--- src/rtl/array_ctrl_16.sv ---
// Tile sequencer for the 16x16 unary-rate systolic MAC array.
// Runs clear, weight load, compute, flush and drain, and skews the row strobes.
module array_ctrl_16 #(
    parameter int HEIGHT = 16,
    parameter int WIDTH  = 16,
    parameter int CYC_W  = 8,
    parameter int VEC_W  = 16
) (
    input  logic              clk,
    input  logic              rst,
    input  logic              start,
    input  logic [CYC_W-1:0]  cfg_mac_cycles,
    input  logic [VEC_W-1:0]  cfg_num_vec,
    output logic              busy,
    output logic              done,
    output logic              wght_rd,
    output logic              ifm_rd,
    output logic [HEIGHT-1:0] en_i,
    output logic [HEIGHT-1:0] clr_i,
    output logic [HEIGHT-1:0] mac_done,
    output logic [WIDTH-1:0]  en_w,
    output logic [WIDTH-1:0]  clr_w,
    output logic [WIDTH-1:0]  en_o,
    output logic [WIDTH-1:0]  clr_o,
    output logic              ofm_vld
);

    typedef enum logic [2:0] {
        S_IDLE, S_CLR, S_LOAD, S_COMP, S_FLUSH, S_DRAIN, S_DONE
    } state_t;

    localparam int CNT_W = $clog2(HEIGHT + WIDTH);
    localparam logic [CNT_W-1:0] ROW_LAST   = CNT_W'(HEIGHT - 1);
    localparam logic [CNT_W-1:0] FLUSH_LAST = CNT_W'(HEIGHT + WIDTH - 3);

    state_t            state, next_state;
    logic [CNT_W-1:0]  cnt;
    logic [CYC_W-1:0]  mac_cycles, c;
    logic [VEC_W-1:0]  num_vec, v;

    logic b_clr, b_load, b_en_i, b_ifm, b_mac_done, b_drain, b_done;

    always_comb begin
        next_state = state;
        b_clr      = 1'b0;
        b_load     = 1'b0;
        b_en_i     = 1'b0;
        b_ifm      = 1'b0;
        b_mac_done = 1'b0;
        b_drain    = 1'b0;
        b_done     = 1'b0;
        case (state)
            S_IDLE:  if (start) next_state = S_CLR;
            S_CLR: begin
                b_clr      = 1'b1;
                next_state = S_LOAD;
            end
            S_LOAD: begin
                b_load = 1'b1;
                if (cnt == ROW_LAST) next_state = S_COMP;
            end
            S_COMP: begin
                b_en_i     = 1'b1;
                b_ifm      = (c == '0);
                b_mac_done = (c == mac_cycles - CYC_W'(1));
                if (b_mac_done && (v == num_vec - VEC_W'(1))) next_state = S_FLUSH;
            end
            S_FLUSH: if (cnt == FLUSH_LAST) next_state = S_DRAIN;
            S_DRAIN: begin
                b_drain = 1'b1;
                if (cnt == ROW_LAST) next_state = S_DONE;
            end
            S_DONE: begin
                b_done     = 1'b1;
                next_state = S_IDLE;
            end
            default: next_state = S_IDLE;
        endcase
    end

    always_ff @(posedge clk) begin
        if (rst) begin
            state      <= S_IDLE;
            cnt        <= '0;
            c          <= '0;
            v          <= '0;
            mac_cycles <= '0;
            num_vec    <= '0;
        end else begin
            state <= next_state;
            if (next_state != state)
                cnt <= '0;
            else if (state inside {S_LOAD, S_FLUSH, S_DRAIN})
                cnt <= cnt + CNT_W'(1);

            if (state == S_IDLE && start) begin
                mac_cycles <= (cfg_mac_cycles == '0) ? CYC_W'(1) : cfg_mac_cycles;
                num_vec    <= (cfg_num_vec == '0) ? VEC_W'(1) : cfg_num_vec;
            end

            if (state == S_CLR) begin
                c <= '0;
                v <= '0;
            end else if (state == S_COMP) begin
                if (b_mac_done) begin
                    c <= '0;
                    v <= v + VEC_W'(1);
                end else begin
                    c <= c + CYC_W'(1);
                end
            end
        end
    end

    // Row 0 is the registered base strobe; row h is the same strobe h cycles later.
    always_ff @(posedge clk) begin
        if (rst) begin
            busy     <= 1'b0;
            done     <= 1'b0;
            wght_rd  <= 1'b0;
            ifm_rd   <= 1'b0;
            ofm_vld  <= 1'b0;
            en_i     <= '0;
            clr_i    <= '0;
            mac_done <= '0;
            en_w     <= '0;
            clr_w    <= '0;
            en_o     <= '0;
            clr_o    <= '0;
        end else begin
            busy     <= (state != S_IDLE);
            done     <= b_done;
            wght_rd  <= b_load;
            ifm_rd   <= b_ifm;
            ofm_vld  <= b_drain;
            en_i     <= {en_i[HEIGHT-2:0], b_en_i};
            clr_i    <= {clr_i[HEIGHT-2:0], b_clr};
            mac_done <= {mac_done[HEIGHT-2:0], b_mac_done};
            en_w     <= {WIDTH{b_load}};
            clr_w    <= {WIDTH{b_clr}};
            en_o     <= {WIDTH{b_drain}};
            clr_o    <= {WIDTH{b_clr}};
        end
    end

endmodule

--- config.mk ---
export PLATFORM = sky130hd
export DESIGN_NAME = array_ctrl_16
export DESIGN_NICKNAME = d
export VERILOG_FILES = /design/src/rtl/array_ctrl_16.sv
export SDC_FILE = /design/constraint.sdc
export NUM_CORES = 1
export LEC_CHECK = 0
export ABC_AREA = 1
export ABC_CLOCK_PERIOD_IN_PS = 2100
export BUFFER_PORTS_ARGS = -buffer_cell sky130_fd_sc_hd__buf_2
export CAP_MARGIN = 20
export CORE_ASPECT_RATIO = 0.9
export CORE_MARGIN = 2
export CORE_UTILIZATION = 50
export CTS_CLUSTER_SIZE = 28
export DETAILED_ROUTE_END_ITERATION = 8
export PLACE_DENSITY = 0.76
export SLEW_MARGIN = 10
export SYNTH_ARGS = -nofsm -noshare
export SYNTH_HDL_FRONTEND = slang
export SYNTH_SLANG_ARGS = --single-unit
--- constraint.sdc ---
create_clock -name clk -period 2.1 [get_ports clk]
set_clock_uncertainty 0.05 [all_clocks]
set_input_delay 0.42 -clock clk [delete_from_list [all_inputs] [get_ports clk]]
set_output_delay 0.42 -clock clk [all_outputs]
set_load 0.03 [all_outputs]
==> impl_metrics.yaml, run 1 <==
status:
  status: "finished clean"
synth:
  syn-num-nets: 803
  synthFlopType: "dfxtp_1"
  ys_ff_latch: 109
  synthArstFlopShare_pct: 0
  syn_area_mm2: 0.00558
  ys_warn_count: 0
  yosys.cell_count.top_type: "nand2_1"
  synth.distinct_cells: 42
  yosys.area.top_type: "dfxtp_1"
  ys_seq_area_share_pct: 39.1
  synth_top_area_share_pct: 39.1
  synth_cells: 768
  synth_commonest_cells: "158 x nand2_1, 112 x nor2_1, 109 x dfxtp_1"
  synth_area_per_cell_um2: 7.26
  synth_area_leaders: "dfxtp_1 39%, nand2_1 11%, buf_4 8.8%"
  synth_edf_count: 0
pwr:
  p_leak_uw: 0.00304
  power-per-cell-area_mw_per_mm2: 745
  vdd_ir_drop_max_v: 0.000490
grt:
  grt_pass1_vias: 4150
  grt_pass1_wl_um: 20100
  antenna_found_initial: 0
  grt.overflow.total: 0
  grt_usage_pct: 20.7
  grt_max_degree: 56
worst_hold_path:
  hp-class: "in -> reg"
cts:
  ctsHoldBuffers: 0
  cts_tree: "built"
  clk_pin_slew_ps: 80
  cts_max_level: 3
  cts.path.max_buffers: 2
  clock_sinks: 109
  cts_made_buffers: 9
  clockRootBuffer: "clkbuf_16"
  worstSkewPairLatency_ps: 350
placed_design:
  hpwl_um: 9400
  portBuffers: 143
  routabilityCongestion: 0.920
layout:
  area_delta_synth_final_pct: 16.1
  drive_gt1_share_pct: 27.7
  fin_nets: 897
  antenna_cells: 0
  nFillCells: 995
drt:
  drtIter0Drc: 325
  drc: 0
  wl_per_cell_um: 12.4
  num_vias: 4909
  dr.pass1.iters: 5
  routed_wirelength_um: 12600
  vias_per_cell: 4.82
  drtAntennaViolNets: 0
sta:
  setup_viol_count_final: 0
  max_clock_freq_mhz: 492
  fin_crit_ps: 2030
  max-slew-margin-rel_pct: 55.6
  hold_viol: 0
  slew_violations: 0
  rsz0062_at_grt: "true"
  max_slew.worst_pin.slew_ps: 664
  post-route-period-util_pct: 96.7
  holdWs_ps: 273
  finalSetupTns_ps: 0
worst_setup_path:
  arrival_ps: 2270
  end_kind: "register"
  path_class: "reg -> reg"
  required_ps: 2340
  cp-start-kind: "register"
  crit_fanout: 6
die:
  dieArea_mm2: 0.0120
  die_h_um: 104
  die_w_um: 115
  num_io_pins: 144
  row_count: 36
  core_mm2: 0.0109
  initial_core_util_pct: 51.4
flow_run:
  drv_cap: 0
-- critical path, stage by stage, from the launching register on --
cell	delay (ps)
dfxtp_2	350
inv_2	50
ha_4	170
or2_1	240
nand3_1	90
nand3_2	100
nor2_4	130
nand3_4	120
nor2_4	200
nand4_1	140
or2_0	220
a21oi_1	110
-- registers in the layout, summed over array words and instances (netlist names) --
signal,count
en_w,1
done,1
v,16
ofm_vld,1
busy,1
clr_i,16
c,8
num_vec,16
mac_cycles,8
state,3
ifm_rd,1
cnt,5
mac_done,16
en_i,16
-- per-layer routing --
layer / GRT usage (%) / share of wire (%)
met5: 0 / 0
met2: 32.1 / 45
met3: 4.14 / 6.2
met4: 5.16 / 1.1
met1: 29.4 / 47
-- logic make-up after synthesis --
logic type                 count (synthesis)  share of synthesized area [%]
AOI/OAI and AO/OA                         68                           6.80
xor gates and xnor gates                  27                           4.62
adders and majority gates                  8                           1.80
buffers and inverters                    179                           16.7
DFF                                      109                           39.1
and+or+nand+nor                          377                           30.9
-- layout make-up --
class / instances / area, µm² / share of cell area, %
multi-input combinational: 480 / 2540 / 39.3
sequential: 109 / 2190 / 33.8
timing repair buffer: 163 / 873 / 13.5
inverter: 99 / 388 / 5.99
clock buffer: 9 / 225 / 3.48
tap: 152 / 190 / 2.94
clock inverter: 7 / 67.6 / 1.04
-- layout by cell type, fill, tap and decap left out, drive strengths merged, types with 4 or more instances in the layout --
master	n
nor4	8
nor3	14
nor2	130
o21ai	16
a21oi	38
nand3b	4
clkbuf	9
xnor2	8
inv	101
buf	163
nand4	12
xor2	18
dfxtp	109
ha	8
or2	4
clkinv	4
nand2	166
nand3	34
a211oi	10
-- power breakdown --
part | internal, µW | total [µW] | switching, µW | leakage, µW
logic | 337 | 981 | 644 | 0.00201
registers | 2120 | 2200 | 74.4 | 0.000885
clock network | 834 | 1650 | 811 | 0.000145
-- path summary, 6_finish.rpt --
| check | startpoint | slack (ps) | cells past startpoint | endpoint |
|---|---|---|---|---|
| worst max-delay path | mac_cycles[0] | 70 | 11 | v[10] |
| worst min-delay path | cfg_num_vec[7] | 270 | 3 | num_vec[7] |
| worst min register to register | mac_done[2] | 360 | 2 | mac_done[3] |
| worst max register to register | mac_cycles[0] | 70 | 11 | v[10] |
-- what timing repair did --
action                                  in CTS  in global routing
cloned                                       0                  0
resized for setup                            3                 25
buffers inserted                             1                  6
hold endpoints to repair                     0                  0
pin swaps                                    1                  9
endpoints found under the setup margin       6                 22
-- per-stage QoR --
step	setup slack, ps	instance area, µm²	power [µW]	util [%]	instances
detailed placement	-22.7	6040	3160	55.6	997
finish	69.3	6470	4820	59.6	1019
CTS	13.7	6350	4800	58.5	1014
global placement	50.9	6040	3150	55.6	997
floorplan	184	5580	3000	-	768
global route	-146	6470	5050	59.6	1019
Power figures use the tool's default switching activity.
==> inputs of run 2 (changes only) <==
Settings changed: SETUP_SLACK_MARGIN from default to 0.4.
==> impl_metrics.yaml, run 2 (synthesis results as in run 1) <==
worst_setup_path:
  end_kind: "register"
  worstPathCellList: "inv_4, buf_4, nand3_4, nor2_8, nand2_1, nand2_1, nand2_1, nor2_1, nand3_1, nor2_2, nand2_1, nand2_2, nand2_1, nand2_2, nand3_4, nor2_2"
  required_ps: 2340
  path_class: "reg -> reg"
  r2r_start: "num_vec[0]"
  r2r_end: "cnt[2]"
  crit_slowest_cell: "dfxtp_2"
  critical_path.max_stage_delay_ps: 340
  rr_worst_depth: 16
  rrSetupSlack_ps: 20
  crit_top_cell: "nand2_1"
  arrival_ps: 2320
  cp-start-kind: "register"
  crit_fanout: 7
sta:
  max-slew-margin-rel_pct: 64.2
  max_clock_freq_mhz: 481
  hold_viol: 0
  holdWs_ps: 270
  max_slew.worst_pin.slew_ps: 533
  post-route-period-util_pct: 99.0
  fin_crit_ps: 2080
  setup_viol_count_final: 0
  slew_violations: 0
  rsz0062_at_grt: "true"
die:
  row_count: 36
  die_w_um: 115
  core_mm2: 0.0109
  dieArea_mm2: 0.0120
  die_h_um: 104
  initial_core_util_pct: 51.4
  num_io_pins: 144
layout:
  mostFrequentLayoutCells: "154 x nand2_1, 143 x buf_2, 107 x nor2_1"
  antenna_cells: 0
  area_delta_synth_final_pct: 20.4
  fin_util_pct: 61.8
  layout_commonest_cell: "nand2_1"
  fin_nets: 912
  drive_gt1_share_pct: 32.0
pwr:
  power-per-cell-area_mw_per_mm2: 716
  p_leak_uw: 0.00312
  vdd_ir_drop_max_v: 0.000470
grt:
  antenna_found_initial: 0
  grt.overflow.total: 0
  grt_pass1_wl_um: 20500
  grt_usage_pct: 21.3
  grt_pass1_vias: 4290
  grt_max_degree: 75
drt:
  wl_met2_um: 6240
  routed_wirelength_um: 13100
  drtIter0Drc: 325
  wl_met3_um: 714
  routed.top_layer: "met4"
  drc: 0
  num_vias: 5017
  drtAntennaViolNets: 0
  dr.pass1.iters: 5
  wl_met1_um: 5990
  vias_per_cell: 4.86
  wl_per_cell_um: 12.7
worst_hold_path:
  holdPathStages: 3
  hp-start: "cfg_mac_cycles[7]"
  min_to: "mac_cycles[7]"
  hp-class: "in -> reg"
placed_design:
  routabilityCongestion: 0.891
  hpwl_um: 9360
  portBuffers: 143
cts:
  cts_made_buffers: 9
  clk_pin_slew_ps: 70
  cts.path.max_buffers: 2
  cts_max_level: 3
  clock_sinks: 109
  clockRootBuffer: "clkbuf_16"
  cts_tree: "built"
  worstSkewPairLatency_ps: 350
  ctsHoldBuffers: 0
status:
  status: "finished clean"
flow_run:
  drv_cap: 0
==> run 2: cell types whose count changed in the layout (fill, tap and decap cells not counted), sizes merged <==
cell      delta
inv          -3
buf         +15
clkinv       -2
clkinvlp     +3
clkbuf       +1
==> run 2: layout make-up <==
| type | count | area (µm²) |
|---|---|---|
| fill | 949 | 4140 |
| clock inverter | 5 | 37.5 |
| sequential | 109 | 2200 |
| tap | 152 | 190 |
| clock buffer | 10 | 229 |
| multi-input combinational | 480 | 2630 |
| timing repair buffer | 178 | 1030 |
| inverter | 99 | 394 |
==> run 2: metrics by stage <==
step                      instance area (µm²)  cells  total power [µW]  TNS, ps  setup slack, ps
after floorplan                          5600    768              3010        0              257
after global placement                   6050    994              3160        0             98.7
after detailed placement                 6050    994              3170        0             29.3
after CTS                                6540   1025              4770        0              104
after global routing                     6710   1033              5020     -622            -99.5
final                                    6710   1033              4800        0             21.0
==> run 2: routing by layer <==
layer | vias up | global-route usage [%]
li1 | 2560 | -
met3 | 15 | 3.79
met2 | 160 | 35.0
met5 | - | 0
met4 | 0 | 5.59
met1 | 2282 | 28.6
==> run 2: critical path, delay by kind of cell, from the launching register on <==
| family | cells | cell delay (ps) |
|---|---|---|
| DFF | 1 | 340 |
| and+or+nand+nor | 14 | 1440 |
| buffers and inverters | 2 | 180 |
==> run 2: timing repair <==
item                                    in CTS  in global routing
setup buffers                               16                  8
endpoints found under the setup margin      53                 96
pin swaps                                   13                 10
resized for setup                           26                 31
==> run 2: worst max path at each step <==
stage               depth (start not counted)  slack (ps)           from      to
floorplan                                  11         260  mac_cycles[0]   v[11]
CTS                                        18         100     num_vec[0]  cnt[1]
detailed placement                         13          30     num_vec[0]  cnt[1]
finish                                     16          20     num_vec[0]  cnt[2]
global placement                           12         100  mac_cycles[0]    v[4]
global route                               11        -100         cnt[1]  cnt[2]
==> run 2: where the power goes <==
| part | switching, µW | leakage, µW | internal, µW |
|---|---|---|---|
| combinational | 669 | 0.00210 | 379 |
| clock | 758 | 0.000125 | 803 |
| sequential | 73.3 | 0.000888 | 2120 |
